File: config.mk
export PLATFORM = sky130hd
export DESIGN_NAME = stepper_move_scheduler
export DESIGN_NICKNAME = d
export VERILOG_FILES = /design/src/rtl/stepper_move_scheduler_pkg.sv /design/src/rtl/step_interval_timer.sv /design/src/rtl/stepper_move_scheduler.sv
export SDC_FILE = /design/constraint.sdc
export NUM_CORES = 1
export LEC_CHECK = 0
export CORE_MARGIN = 1.5
export CORE_UTILIZATION = 45
export DETAILED_ROUTE_END_ITERATION = 8
export PLACE_DENSITY = 0.67
export SYNTH_ARGS = -nofsm -noshare
export SYNTH_HDL_FRONTEND = slang
export SYNTH_SLANG_ARGS = --single-unit
File: constraint.sdc
create_clock -name clk -period 5.3 [get_ports clk]
set_input_delay 0.53 -clock clk [delete_from_list [all_inputs] [get_ports clk]]
set_output_delay 0.53 -clock clk [all_outputs]
set_load 0.005 [all_outputs]
File: src/rtl/stepper_move_scheduler_pkg.sv
// Shared types for the stepper move scheduler: FSM state encoding and
// direction constants used by the scheduler and its bench.
package stepper_pkg;

  typedef enum logic [1:0] {
    ST_IDLE,
    ST_SETTLE,
    ST_STEP,
    ST_FINISH
  } sched_state_t;

  localparam logic DIR_FWD = 1'b1;
  localparam logic DIR_REV = 1'b0;

endpackage

File: src/rtl/step_interval_timer.sv
// Loadable down-counter shared by the settle delay and the step period.
// expire is high for the single cycle in which the count reads 1.
module step_interval_timer #(
  parameter int W = 24
) (
  input  logic         clk,
  input  logic         reset,
  input  logic         load,
  input  logic [W-1:0] load_value,
  input  logic         clear,
  output logic         expire
);

  logic [W-1:0] count;

  // load beats the idle decrement so an expiring interval can chain straight into the next
  always_ff @(posedge clk) begin
    if (reset || clear) begin
      count <= '0;
    end else if (load) begin
      count <= load_value;
    end else if (count != '0) begin
      count <= count - W'(1);
    end
  end

  assign expire = (count == W'(1));

endmodule

File: src/rtl/stepper_move_scheduler.sv
// Move scheduler for one stepper channel: accepts (dir, steps) moves, emits
// rotate_pulse toggles on a trapezoidal period ramp and tracks position.
module stepper_move_scheduler
  import stepper_pkg::*;
#(
  parameter int STEPS_W       = 16,
  parameter int PERIOD_W      = 24,
  parameter int POS_W         = 32,
  parameter int SETTLE_CYCLES = 27000
) (
  input  logic                    clk,
  input  logic                    reset,
  input  logic                    cmd_valid,
  output logic                    cmd_ready,
  input  logic                    cmd_dir,
  input  logic [STEPS_W-1:0]      cmd_steps,
  input  logic [PERIOD_W-1:0]     cfg_start_period,
  input  logic [PERIOD_W-1:0]     cfg_min_period,
  input  logic [PERIOD_W-1:0]     cfg_accel,
  input  logic                    abort,
  output logic                    rotate_pulse,
  output logic                    direction,
  output logic                    module_enable,
  output logic                    busy,
  output logic                    done,
  output logic                    aborted,
  output logic signed [POS_W-1:0] position,
  output sched_state_t            dbg_state
);

  localparam logic [PERIOD_W-1:0] ONE_P       = PERIOD_W'(1);
  localparam logic [PERIOD_W-1:0] SETTLE_LOAD = PERIOD_W'(SETTLE_CYCLES);
  localparam logic [POS_W-1:0]    POS_INC     = POS_W'(1);
  localparam logic [POS_W-1:0]    POS_DEC     = '1;

  sched_state_t state, next_state;

  logic [PERIOD_W-1:0] cur_period, start_q, min_q, accel_q;
  logic [PERIOD_W-1:0] start_eff, min_floor, min_eff, cur_next, tmr_value;
  logic [PERIOD_W:0]   up_sum, dn_diff;
  logic [STEPS_W-1:0]  remaining, ramp, rem_dec, ramp_next;
  logic                aborted_q;
  logic                accept, needs_settle, abort_hit, step_fire;
  logic                tmr_load, tmr_clear, tmr_expire;

  // Handshake: a command transfers on any cycle with cmd_valid && cmd_ready; ready is
  // high in IDLE and FINISH (never during reset) and cmd_*/cfg_* are captured at that edge.
  assign cmd_ready    = !reset && (state == ST_IDLE || state == ST_FINISH);
  assign accept       = cmd_valid && cmd_ready;
  assign needs_settle = !module_enable || (direction != cmd_dir);
  assign abort_hit    = abort && (state == ST_SETTLE || state == ST_STEP);
  assign step_fire    = (state == ST_STEP) && tmr_expire && !abort;
  assign busy         = (state == ST_SETTLE || state == ST_STEP);
  assign done         = (state == ST_FINISH);
  assign aborted      = done && aborted_q;
  assign dbg_state    = state;

  // Effective period bounds: zero start acts as 1, and a floor above start pins to start.
  always_comb begin
    start_eff = (cfg_start_period == '0) ? ONE_P : cfg_start_period;
    min_floor = (cfg_min_period == '0) ? ONE_P : cfg_min_period;
    min_eff   = (min_floor > start_eff) ? start_eff : min_floor;
  end

  // Ramp update evaluated against the post-step remaining count; one spare bit avoids wrap.
  always_comb begin
    rem_dec   = remaining - STEPS_W'(1);
    up_sum    = {1'b0, cur_period} + {1'b0, accel_q};
    dn_diff   = {1'b0, cur_period} - {1'b0, accel_q};
    cur_next  = cur_period;
    ramp_next = ramp;
    if (rem_dec <= ramp) begin
      cur_next  = (up_sum > {1'b0, start_q}) ? start_q : up_sum[PERIOD_W-1:0];
      ramp_next = (ramp == '0) ? '0 : ramp - STEPS_W'(1);
    end else if (cur_period > min_q) begin
      cur_next  = (dn_diff[PERIOD_W] || dn_diff[PERIOD_W-1:0] < min_q) ? min_q
                                                                       : dn_diff[PERIOD_W-1:0];
      ramp_next = ramp + STEPS_W'(1);
    end
  end

  always_ff @(posedge clk) begin
    if (reset) begin
      state <= ST_IDLE;
    end else begin
      state <= next_state;
    end
  end

  always_comb begin
    next_state = state;
    tmr_load   = 1'b0;
    tmr_clear  = 1'b0;
    tmr_value  = cur_period;
    case (state)
      ST_IDLE, ST_FINISH: begin
        next_state = ST_IDLE;
        if (accept) begin
          if (cmd_steps == '0) begin
            next_state = ST_FINISH;
          end else begin
            next_state = needs_settle ? ST_SETTLE : ST_STEP;
            tmr_load   = 1'b1;
            tmr_value  = needs_settle ? SETTLE_LOAD : start_eff;
          end
        end
      end
      ST_SETTLE: begin
        if (abort) begin
          next_state = ST_FINISH;
          tmr_clear  = 1'b1;
        end else if (tmr_expire) begin
          next_state = ST_STEP;
          tmr_load   = 1'b1;
        end
      end
      ST_STEP: begin
        if (abort) begin
          next_state = ST_FINISH;
          tmr_clear  = 1'b1;
        end else if (tmr_expire) begin
          if (rem_dec == '0) begin
            next_state = ST_FINISH;
          end else begin
            tmr_load  = 1'b1;
            tmr_value = cur_next;
          end
        end
      end
      default: next_state = ST_IDLE;
    endcase
  end

  always_ff @(posedge clk) begin
    if (reset) begin
      rotate_pulse  <= 1'b0;
      direction     <= DIR_FWD;
      module_enable <= 1'b0;
      position      <= '0;
      aborted_q     <= 1'b0;
      cur_period    <= '0;
      start_q       <= '0;
      min_q         <= '0;
      accel_q       <= '0;
      remaining     <= '0;
      ramp          <= '0;
    end else if (accept) begin
      aborted_q <= 1'b0;
      if (cmd_steps != '0) begin
        direction     <= cmd_dir;
        module_enable <= 1'b1;
        cur_period    <= start_eff;
        start_q       <= start_eff;
        min_q         <= min_eff;
        accel_q       <= cfg_accel;
        remaining     <= cmd_steps;
        ramp          <= '0;
      end
    end else if (abort_hit) begin
      module_enable <= 1'b0;
      aborted_q     <= 1'b1;
    end else if (step_fire) begin
      rotate_pulse <= ~rotate_pulse;
      position     <= position + ((direction == DIR_FWD) ? POS_INC : POS_DEC);
      remaining    <= rem_dec;
      cur_period   <= cur_next;
      ramp         <= ramp_next;
    end else if (abort && state == ST_IDLE) begin
      module_enable <= 1'b0;
    end
  end

  step_interval_timer #(.W(PERIOD_W)) u_timer (
    .clk        (clk),
    .reset      (reset),
    .load       (tmr_load),
    .load_value (tmr_value),
    .clear      (tmr_clear),
    .expire     (tmr_expire)
  );

endmodule

==> metrics.yaml <==
route:
  dr_total_vias: 19195
  first_pass_iters: 8
  wl_per_cell_um: 22.28
  routed_wl_um: 68700
  ant_nets: 0
  viasPerCell: 6.224
  drt_iter0_markers: 2179
  drc: 0
synth:
  ys_warn_count: 0
  ys_ff_latch: 190
  synthMuxAreaShare_pct: 2.752
  synth_top_family_by_area: "compound AO/OA/AOI/OAI gates"
  synth_compound_area_share_pct: 27.24
  synthAdderAreaFrac_pct: 14.60
  synthXorXnorAreaFrac_pct: 5.325
  synth-edff-count: 0
  syn_nets: 2694
  synthArstFlopShare_pct: 0
  syn_area_um2: 17550
  yosysSeqAreaShare_pct: 21.67
  synth_simple_gate_area_share_pct: 21.48
  synthCells: 2398
  ys_types: 97
  synth_area_per_cell_um2: 7.319
  ys.flop_type: "dfxtp_1"
floorplanning:
  initial_core_util_pct: 45.52
  core-area_um2: 38560
  dieArea_um2: 40200
  die_height_um: 200.5
  rows: 72
  die_w_um: 200.5
  io_pins: 134
timing:
  drv_slew: 0
  clock_skew_ns: 0.01490
  worst_pin_slew_ns: 1.179
  rsz0062_at_grt: "true"
  slew_headroom_pct: 21.39
  timing.final.crit_share_pct: 97.53
  finalSetupViolCount: 0
  fin_crit_ns: 5.169
  timing.hold.ws_ns: 0.4618
  hold_viol: 0
  fmax_ghz: 0.1935
finish:
  nets: 2849
  most-common-layout-cells: "284 x nand2_1, 278 x a21oi_1, 196 x ha_1"
  final_common_cell: "nand2_1"
  postLayoutCellArea_um2: 21070
  final_cell_count_no_fill: 3084
  syn_to_final_growth_pct: 20.06
  final_layout_size_suffix_gt1_share_pct: 11.18
  antennaDiodeCount: 0
global_route:
  grt_overflow_total: 0
  grt_pass1_wl_um: 104500
  grt_max_degree: 72
  grt_pass1_vias: 17967
  antenna_found_initial: 0
  grtUsageTotal_pct: 33.24
worst_setup_path:
  worstRegToRegCells: 27
  r2r-start: "cur_period[0]"
  arrival_ns: 5.56
  r2r_slack_ns: 0.13
  r2r_end: "cur_period[9]"
  crit_required_ns: 5.69
  worstSetupPathType: "flop to flop"
  start_kind: "flop"
  path_max_fanout: 5
  critPathCaptureType: "flop"
hold_path:
  min_path_cells: 2
  min_path_type: "flop to flop"
  worstHoldStart: "start_q[15]"
  holdPathEnd: "start_q[15]"
placement:
  io_buffers: 133
  dp.cells: 3042
  place_area_um2: 20020
  hpwl_um: 52770
  gp_congestion: 1.027
cts:
  clkLatencyLatePin_ns: 0.47
  ctsLongestPathBuffers: 2
  clk_pin_slew_ns: 0.09
  cts_tree: "built"
  cts_inserted_buffers: 17
  h-tree-depth: 4
  cts.sinks: 190
  clock-root-buffer: "clkbuf_16"
run_status:
  status: "completed"
power:
  irDropWorstVdd_uv: 522.8
  p_leak_nw: 8.678
  power_density_nw_per_um2: 790.8
job:
  drv_cap: 0
-- synthesized netlist by cell type, types with 7 or more instances --
library cell | count | share of area, %
nor3_1 | 58 | 1.7
o21ai_0 | 117 | 3.3
nor2b_1 | 18 | 0.64
clkbuf_1 | 113 | 2.4
nand2_1 | 287 | 6.1
dfxtp_1 | 190 | 22
xor2_1 | 28 | 1.4
xnor2_1 | 75 | 3.7
nand4_1 | 36 | 1.3
nand3_1 | 43 | 1.2
nor2_1 | 196 | 4.2
buf_2 | 22 | 0.63
ha_1 | 200 | 14
buf_1 | 10 | 0.21
nor3b_1 | 12 | 0.51
o22ai_1 | 18 | 0.64
nand2b_1 | 14 | 0.50
mux2i_1 | 46 | 2.6
a211o_1 | 7 | 0.35
a31oi_1 | 30 | 1.1
o21bai_1 | 18 | 0.77
and2_1 | 17 | 0.61
a211oi_1 | 45 | 1.9
and3_1 | 20 | 0.71
a22oi_1 | 9 | 0.38
a21o_1 | 38 | 1.6
or4_1 | 12 | 0.51
a311oi_1 | 11 | 0.55
o31ai_1 | 13 | 0.56
nor4_1 | 31 | 1.1
o21ai_1 | 11 | 0.31
a221oi_1 | 14 | 0.70
inv_1 | 160 | 3.4
or3_1 | 17 | 0.61
a21oi_1 | 284 | 8.1
o21a_1 | 13 | 0.56
o211ai_1 | 30 | 1.3
a221o_1 | 12 | 0.68
and4_1 | 10 | 0.50
-- through the flow --
stage | utilization [%] | TNS (ns) | power [W] | setup slack, ns
3_3_place_gp | 51.92 | -2.629 | 0.01366 | -0.1804
4_1_cts | 53.73 | 0 | 0.01562 | 0.0008549
2_1_floorplan | - | 0 | 0.009790 | 0.3473
3_5_place_dp | 51.92 | -9.828 | 0.01388 | -0.3476
5_1_grt | 54.65 | -1.309 | 0.01767 | -0.1177
6_report | 54.65 | 0 | 0.01666 | 0.1307
-- final cells by class --
| type | count | area [um^2] |
|---|---|---|
| Fill cell | 3720 | 17480 |
| Multi-Input combinational cell | 1897 | 12890 |
| Sequential cell | 190 | 3809 |
| Timing Repair Buffer | 285 | 2512 |
| Tap cell | 518 | 648.1 |
| Inverter | 162 | 608.1 |
| Clock buffer | 20 | 466.7 |
| Clock inverter | 12 | 142.6 |
-- worst max-delay path by stage --
stage / slack (ns) / start / depth (start not counted) / end
floorplan: 0.35 / cur_period[1] / 23 / cur_period[10]
global placement: -0.18 / cur_period[0] / 24 / cur_period[16]
detailed placement: -0.35 / cur_period[0] / 24 / cur_period[9]
CTS: 0.0009 / cur_period[0] / 24 / cur_period[8]
global route: -0.12 / accel_q[1] / 26 / u_timer.count[11]
finish: 0.13 / cur_period[0] / 27 / cur_period[9]
-- registers in the layout, indices dropped and copies added (netlist names) --
signal / count
position: 32
min_q: 24
u_timer.count: 24
direction: 1
rotate_pulse: 1
accel_q: 24
cur_period: 24
ramp: 16
module_enable: 1
dbg_state: 2
remaining: 16
aborted_q: 1
start_q: 24
-- worst max-delay path, cell delays in order (launching register included) --
cell and delay [ns]:
dfxtp_2 0.34, buf_4 0.13, inv_1 0.10, ha_4 0.15, inv_2 0.04, fa_2 0.38
a211oi_2 0.32, o21ai_2 0.13, o2111ai_2 0.22, buf_6 0.15, a2111oi_4 0.08, buf_4 0.17
a31oi_2 0.20, xnor2_1 0.19, ha_1 0.30, nand2_2 0.07, o21ai_2 0.07, a2111oi_2 0.34
buf_4 0.17, o2111ai_2 0.13, o21a_2 0.27, buf_6 0.15, buf_4 0.13, a21oi_1 0.14
a211oi_1 0.10, a211oi_2 0.31, nand2_1 0.12, a211oi_2 0.20
-- power by group --
part | leakage [nW] | switching (W) | internal (W)
logic | 6.83 | 0.00798 | 0.00517
registers | 1.55 | 0.000375 | 0.00173
clock network | 0.299 | 0.000697 | 0.000712
-- metal layers --
| layer | part of all wire [%] | vias to the layer above | track usage [%] |
|---|---|---|---|
| li1 | - | 8961 | - |
| met1 | 42 | 9002 | 44.03 |
| met2 | 44 | 1034 | 51.95 |
| met3 | 10 | 198 | 6.818 |
| met4 | 4.6 | 0 | 15.15 |
| met5 | 0 | - | 0 |
-- logic make-up after synthesis --
family | count (synthesis)
adders and majority gates | 203
and+or+nand+nor | 794
AOI/OAI and AO/OA | 747
DFF | 190
buffers and inverters | 311
xor gates and xnor gates | 105
muxes | 48
-- repair_timing --
action / in CTS / in global routing
endpoints found under the setup margin: 48 / 48
hold buffers: 0 / 0
pin swaps: 3 / 56
resized for setup: 18 / 69
setup buffers: 1 / 9
Note: power is estimated with default switching activity, not from simulation.
